**src/rtl/gate_model_bist_ctrl.sv**
```systemverilog
// LFSR-pattern / MISR-signature self-test sequencer for a 16-in, 10-out gate model.
// Build option GATE_BIST_SETTLE_EN adds one SETTLE cycle per pattern (3 instead of 2).
module gate_model_bist_ctrl #(
  parameter int NUM_PATTERNS = 256
) (
  input  logic        clk,
  input  logic        rst,
  input  logic        start,
  input  logic        abort,
  input  logic [15:0] seed,
  input  logic [9:0]  golden,
  input  logic [9:0]  resp_in,
  output logic [15:0] pat_out,
  output logic        busy,
  output logic        done,
  output logic        pass,
  output logic [9:0]  signature
);

  localparam logic [2:0] S_IDLE    = 3'd0;
  localparam logic [2:0] S_LOAD    = 3'd1;
  localparam logic [2:0] S_APPLY   = 3'd2;
  localparam logic [2:0] S_CAPTURE = 3'd3;
  localparam logic [2:0] S_DONE    = 3'd4;
`ifdef GATE_BIST_SETTLE_EN
  localparam logic [2:0] S_SETTLE  = 3'd5;
`endif

  localparam logic [15:0] LAST = 16'(NUM_PATTERNS - 1);

  logic [2:0]  state, state_nxt;
  logic [15:0] lfsr, lfsr_nxt, lfsr_step;
  logic [15:0] count;
  logic [9:0]  misr, misr_fold;
  logic        running;
  logic        kill;

  assign running   = (state != S_IDLE) && (state != S_DONE);
  assign kill      = abort && running;
  assign signature = misr;

  assign lfsr_step = {lfsr[14:0], lfsr[15] ^ lfsr[13] ^ lfsr[12] ^ lfsr[10]};

  always_comb begin
    misr_fold    = {misr[8:0], misr[9]} ^ resp_in;
    misr_fold[3] = misr[2] ^ misr[9] ^ resp_in[3];
  end

  always_comb begin
    state_nxt = state;
    lfsr_nxt  = lfsr;
    case (state)
      S_IDLE:    if (start) state_nxt = S_LOAD;
      S_LOAD: begin
        state_nxt = S_APPLY;
        lfsr_nxt  = (seed == 16'h0000) ? 16'h0001 : seed;
      end
`ifdef GATE_BIST_SETTLE_EN
      S_APPLY:   state_nxt = S_SETTLE;
      S_SETTLE:  state_nxt = S_CAPTURE;
`else
      S_APPLY:   state_nxt = S_CAPTURE;
`endif
      S_CAPTURE: begin
        lfsr_nxt  = lfsr_step;
        state_nxt = (count == LAST) ? S_DONE : S_APPLY;
      end
      S_DONE:    state_nxt = S_IDLE;
      default:   state_nxt = S_IDLE;
    endcase
    // Abort freezes the LFSR and MISR where they are so the partial signature stays visible.
    if (kill) begin
      state_nxt = S_IDLE;
      lfsr_nxt  = lfsr;
    end
  end

  always_ff @(posedge clk or posedge rst) begin
    if (rst) begin
      state   <= S_IDLE;
      lfsr    <= 16'h0001;
      pat_out <= 16'h0000;
      misr    <= 10'h000;
      count   <= 16'h0000;
      busy    <= 1'b0;
      done    <= 1'b0;
      pass    <= 1'b0;
    end else begin
      state <= state_nxt;
      lfsr  <= lfsr_nxt;
      busy  <= (state_nxt != S_IDLE) && (state_nxt != S_DONE);
      done  <= (state_nxt == S_DONE);
      if (state_nxt == S_APPLY) pat_out <= lfsr_nxt;
      if (kill) begin
        pass <= 1'b0;
      end else begin
        case (state)
          S_IDLE: if (start) pass <= 1'b0;
          S_LOAD: begin
            misr  <= 10'h000;
            count <= 16'h0000;
          end
          S_CAPTURE: begin
            misr  <= misr_fold;
            count <= 16'(count + 16'd1);
            // Verdict is registered alongside the last fold so it is valid during the done pulse.
            if (count == LAST) pass <= (misr_fold == golden);
          end
          default: ;
        endcase
      end
    end
  end

endmodule
```
**config.mk**
```make
export PLATFORM = sky130hd
export DESIGN_NAME = gate_model_bist_ctrl
export DESIGN_NICKNAME = d
export VERILOG_FILES = /design/src/rtl/gate_model_bist_ctrl.sv
export SDC_FILE = /design/constraint.sdc
export NUM_CORES = 1
export LEC_CHECK = 0
export BUFFER_PORTS_ARGS = -buffer_cell sky130_fd_sc_hd__buf_4
export CELL_PAD_IN_SITES_DETAIL_PLACEMENT = 1
export CELL_PAD_IN_SITES_GLOBAL_PLACEMENT = 1
export CORE_ASPECT_RATIO = 1.25
export CORE_MARGIN = 1.5
export CORE_UTILIZATION = 44
export CTS_BUF_LIST = sky130_fd_sc_hd__clkbuf_2
export CTS_CLUSTER_SIZE = 28
export DETAILED_ROUTE_END_ITERATION = 8
export PLACE_DENSITY_LB_ADDON = 0.1
export SLEW_MARGIN = 10
export SYNTH_ARGS = -nofsm -noshare
export SYNTH_HDL_FRONTEND = slang
export SYNTH_SLANG_ARGS = --single-unit
export TNS_END_PERCENT = 5
```
**constraint.sdc**
```tcl
create_clock -name clk -period 3.3 [get_ports clk]
set_clock_uncertainty 0.1 [all_clocks]
set_input_delay 0.495 -clock clk [delete_from_list [all_inputs] [get_ports clk]]
set_output_delay 0.495 -clock clk [all_outputs]
set_load 0.02 [all_outputs]
```
* Yosys cells after proc, flatten, opt, wreduce, memory -nomap -nowiden
Cells that the tools add are included.
Word-level totals: input bits 40, output and inout bits 29, flip-flop bits (word level) 64, memories 0, ROM bits 0, latch bits 0, RAM bits 0
Cells by class: multipliers 0, reduce and logical (&&, ||, !) cells 11, $lt $le $gt $ge 0, mux-type cells 13, add/sub/neg operators 1, bitwise logic cells 7, equality and inequality tests 11, div/mod/pow operators 0, shifts and indexed selects 0
Operators by type and width (count):
- 16-bit case mux with 2 select lines | 2
- 16-bit 2-to-1 mux | 2
- 10-bit case mux with 2 select lines | 1
- 16-bit by 1-bit adder with 16-bit output (second input constant) | 1
- 16-bit by 8-bit equality test with 1-bit output (second input constant) | 1
- 16-bit zero test | 1
- 3-bit != test (second input constant) | 4
- 3-bit case mux with 4 select lines | 1
- 10-bit equality test | 1
- 10-bit bitwise XOR | 1
- 3-bit by 2-bit equality test with 1-bit output (second input constant) | 3
- 3-bit 2-to-1 mux | 3
- 3-bit nonzero test | 3
- 1-bit bitwise XOR | 5
- 3-bit by 1-bit equality test with 1-bit output (second input constant) | 1
- 3-bit equality test (second input constant) | 1
- 1-bit logical AND | 3
- 3-bit zero test | 1
- 1-bit 2-to-1 mux | 3
- 3-bit AND reduction | 1
- 1-bit case mux with 2 select lines | 1
- 2-bit AND reduction | 1
- 2-bit nonzero test | 1
- 1-bit inverter | 1

* Depth between registers and ports, before layout
word-level depth 6, depth in mapped cells 7, depth with buffers taken out 5

* Least setup slack after synthesis
Ideal clock, no wire load.
kind input port to flip-flop, start point in abort, end point reg count[15], setup slack 0.899 ns, buffers on the path 2, arrival 2.223 ns, library setup time 0.078 ns, cell stages on the path 6, cells stage by stage or3b_1 buf_2 or4_4 buf_6 or4_1 a21oi_1
On the way: cells in the longest elaborated chain, start to end 3
RTL lines:
- start, declared | line 9 | input logic abort,
- 1-bit logical AND | line 39 | assign kill = abort && running;
- 1-bit inverter (no line)
- 2-bit AND reduction (no line)
- end signal, assigned | line 105 | count <= 16'(count + 16'd1);
- end, declared | line 33 | logic [15:0] count;
No other way between the ends. A chain may end at the register's enable or synchronous reset.

* Worst setup path after layout
start point reg state[2], end point reg count[15]
On the way: cells in the longest elaborated chain, start to end 5
RTL lines:
- start, declared | line 31 | logic [2:0] state, state_nxt;
- start signal, assigned | line 89 | state <= state_nxt;
- 3-bit != test or 3-bit nonzero test (tied branches) | line 38 | assign running = (state != S_IDLE) && (state != S_DONE);
- 1-bit logical AND | line 38
- 1-bit logical AND | line 39
- 1-bit inverter (no line)
- 2-bit AND reduction (no line)
Several ways; a longest one is shown, not always the timed one.

==> out/results.tsv <==
metric	value	unit
status	finished, final reports clean	
Post-synth ARST share	100.0	%
final hold vios	0	
Post-Syn Nets	330	
TritonCTS clock tree	done	
Vias	2565	
first-pass GRT wire length	13840	µm
most frequent cell after synthesis	dfrtp_1	
final setup vio count	0	
I/O pin total	69	
Crit Path Class	reg -> reg	
clock latency at the later pin of the worst-skew pair	0.52	ns
CTS sink count	64	
R2R Setup Slk	0.86	ns
slew margin rel.	50.49	%
Die Area	0.007680	mm²
drt via density	5.650	
DRC Markers	0	
Placed Area	0.003764	mm²
Synth warnings	0	
post-synthesis sequential area ratio	50.87	%
RSZ-0062 raised after global routing	no	
Least-Margin Pin Slew	0.7386	ns
HPWL Detailed	5927	µm
Core Footprint	0.006934	mm²
fillers	757	
Synth Area per Inst	10.90	µm²
Die Ht	97.61	µm
PwrDens	706.1	mW/mm²
final worst path period need	2.444	ns
most common flop cell mapped by yosys	dfrtp_1	
Final Util	56.19	%
Reg clk slew, reported paths	0.19	ns
Die X	78.69	µm
WHS	0.1082	ns
WL per Instance	17.79	µm
number of synthesized flops with an enable pin	0	
total gr overflow	0	
synth-to-layout area growth	23.67	%
CTS max path bufs	2	
fin cells	454	
number of port buffers	68	
Hold Path Stages	2	
Worst Path Arrival	2.81	ns
crit-path max FO	9	
cell taking the most area after synthesis	dfrtp_1	
std cell rows	34	
HP Class	in -> reg	
Area contributors post-synth	dfrtp_1 50%, xnor3_1 4.3%, nand2_1 3.8%	
Reg2Reg Launch Point	state[2]	
f_max	0.4092	GHz
Lkg Pwr	1.870	nW
Final Cycle Share	74.06	%
Post-CTS Resized	0	
Worst Hold Endpoint	state[1]	
post-route setup TNS	0	ns
Worst Setup End Kind	flop	
Final Wtd Congestion	0.7848	
Reg2Reg Depth	4	
share of cells above drive strength 1	27.75	%
area of the multi-input gates	0.001470	mm²
worst vdd ir	0.0004219	V
initial antenna violation count	0	
total length of routed wires	8075	µm
H-Tree Depth	3	
gr usage total	23.61	%
fin area	0.003896	mm²
ant diodes	0	
CTS buffer count	9	
Starting Density	45.43	%
Setup crit start kind	flop	
Pre-antenna DRT Iters	4	
Layout Nets	401	
register area	0.001603	mm²
Max Cap Violations	0	
number of global-route vias before repair	2872	
pin count of the biggest net entering global routing	36	
Post-Syn Instances	289	
Min-Delay Startpoint	abort	
top cells by count, synth	63 x dfrtp_1, 32 x nand2_1, 13 x and3_1, 12 x o21ai_0	
Final ANT Viol Nets	0	
initial drt markers	89	
RR Endpoint	count[15]	
worst endpoint required time	3.67	ns
Inst Count DP	438	
Final Max Slew Viols	0	
Yosys top cell area share	50.04	%
CTS Root Cell	clkbuf_2	
Seq cells post-synth	64	
Mapped Area	0.003151	mm²
Yosys cell types	47	
-- critical path, stage by stage (launching register included) --
cell,delay [ns]
dfrtp_1,0.49
or3b_1,0.54
or4_4,0.64
or4_1,0.48
a21oi_1,0.15
-- worst max-delay path by stage --
stage               from          end  slack (ns)  cells past startpoint
3_5_place_dp       abort    count[15]        0.70                      5
3_3_place_gp       abort    count[15]        0.73                      5
4_1_cts         state[2]    count[15]        0.84                      4
5_1_grt        count[12]  pat_out[12]        0.75                      4
2_1_floorplan      abort    count[15]        0.90                      6
6_report        state[2]    count[15]        0.86                      4
-- registers in the layout, indices dropped and copies added, names as in the netlist --
signal	count
busy	1
pat_out	16
count	16
lfsr	16
state	3
done	1
pass	1
signature	10
-- kinds of logic (layout without fill, tap and decap cells) --
family	Yosys count	in the layout	synth area share, %
AO/OA/AOI/OAI	58	58	12.67
XOR/XNOR	26	26	9.849
adder cells (fa/ha/maj)	1	1	0.3971
buffers and inverters	21	96	2.780
flip-flops	64	64	50.87
multiplexers	20	20	6.950
AND/OR/NAND/NOR	99	99	16.48
-- timing repair --
action,CTS,global route
hold buffers,1,0
setup buffers,0,0
endpoints found under the hold margin,16,0
-- final cells by class --
| cell class | instances | share of cell area [%] |
|---|---|---|
| Clock buffer | 10 | 1.285 |
| Clock inverter | 5 | 1.863 |
| Tap cell | 90 | 2.890 |
| Timing Repair Buffer | 75 | 14.52 |
| Sequential cell | 64 | 41.14 |
| Multi-Input combinational cell | 204 | 37.73 |
| Inverter | 6 | 0.5780 |
-- routing by layer --
metal	up-vias	global-route usage, %	wire length [µm]	part of all wire, %
li1	1196	-	-	-
met5	-	0	0	0
met2	62	40.98	4273	53
met1	1287	27.26	3262	40
met4	0	10.58	241	3.0
met3	20	5.446	298	3.7
-- metrics by stage --
stage | power (mW) | setup WS (ns)
2_1_floorplan | 1.823 | 0.8989
3_3_place_gp | 2.210 | 0.7253
3_5_place_dp | 2.249 | 0.7030
4_1_cts | 2.781 | 0.8421
5_1_grt | 2.921 | 0.7518
6_report | 2.751 | 0.8561
-- report_power, final --
group / switching, mW / total, mW / internal (mW) / leakage, nW
combinational: 0.525 / 1.03 / 0.505 / 0.960
sequential: 0.167 / 1.19 / 1.02 / 0.834
clock: 0.287 / 0.531 / 0.244 / 0.0768
total: 0.978 / 2.75 / 1.77 / 1.87
-- placed cells by master, fill, tap and decap left out, drive strengths merged, types with 2 or more instances in the layout --
| cell | count |
|---|---|
| buf | 74 |
| dfrtp | 63 |
| nand2 | 32 |
| o21ai | 19 |
| mux2 | 15 |
| and3 | 13 |
| a221o | 11 |
| nand3 | 11 |
| nor2 | 11 |
| xor2 | 10 |
| xnor2 | 10 |
| a21oi | 10 |
| clkbuf | 10 |
| o31ai | 9 |
| or3 | 7 |
| xnor3 | 6 |
| inv | 6 |
| mux2i | 5 |
| nor4 | 5 |
| or4 | 4 |
| nor2b | 3 |
| nor3 | 3 |
| clkinv | 3 |
| nand4 | 2 |
| bufinv | 2 |
Power figures use the tool's default switching activity.
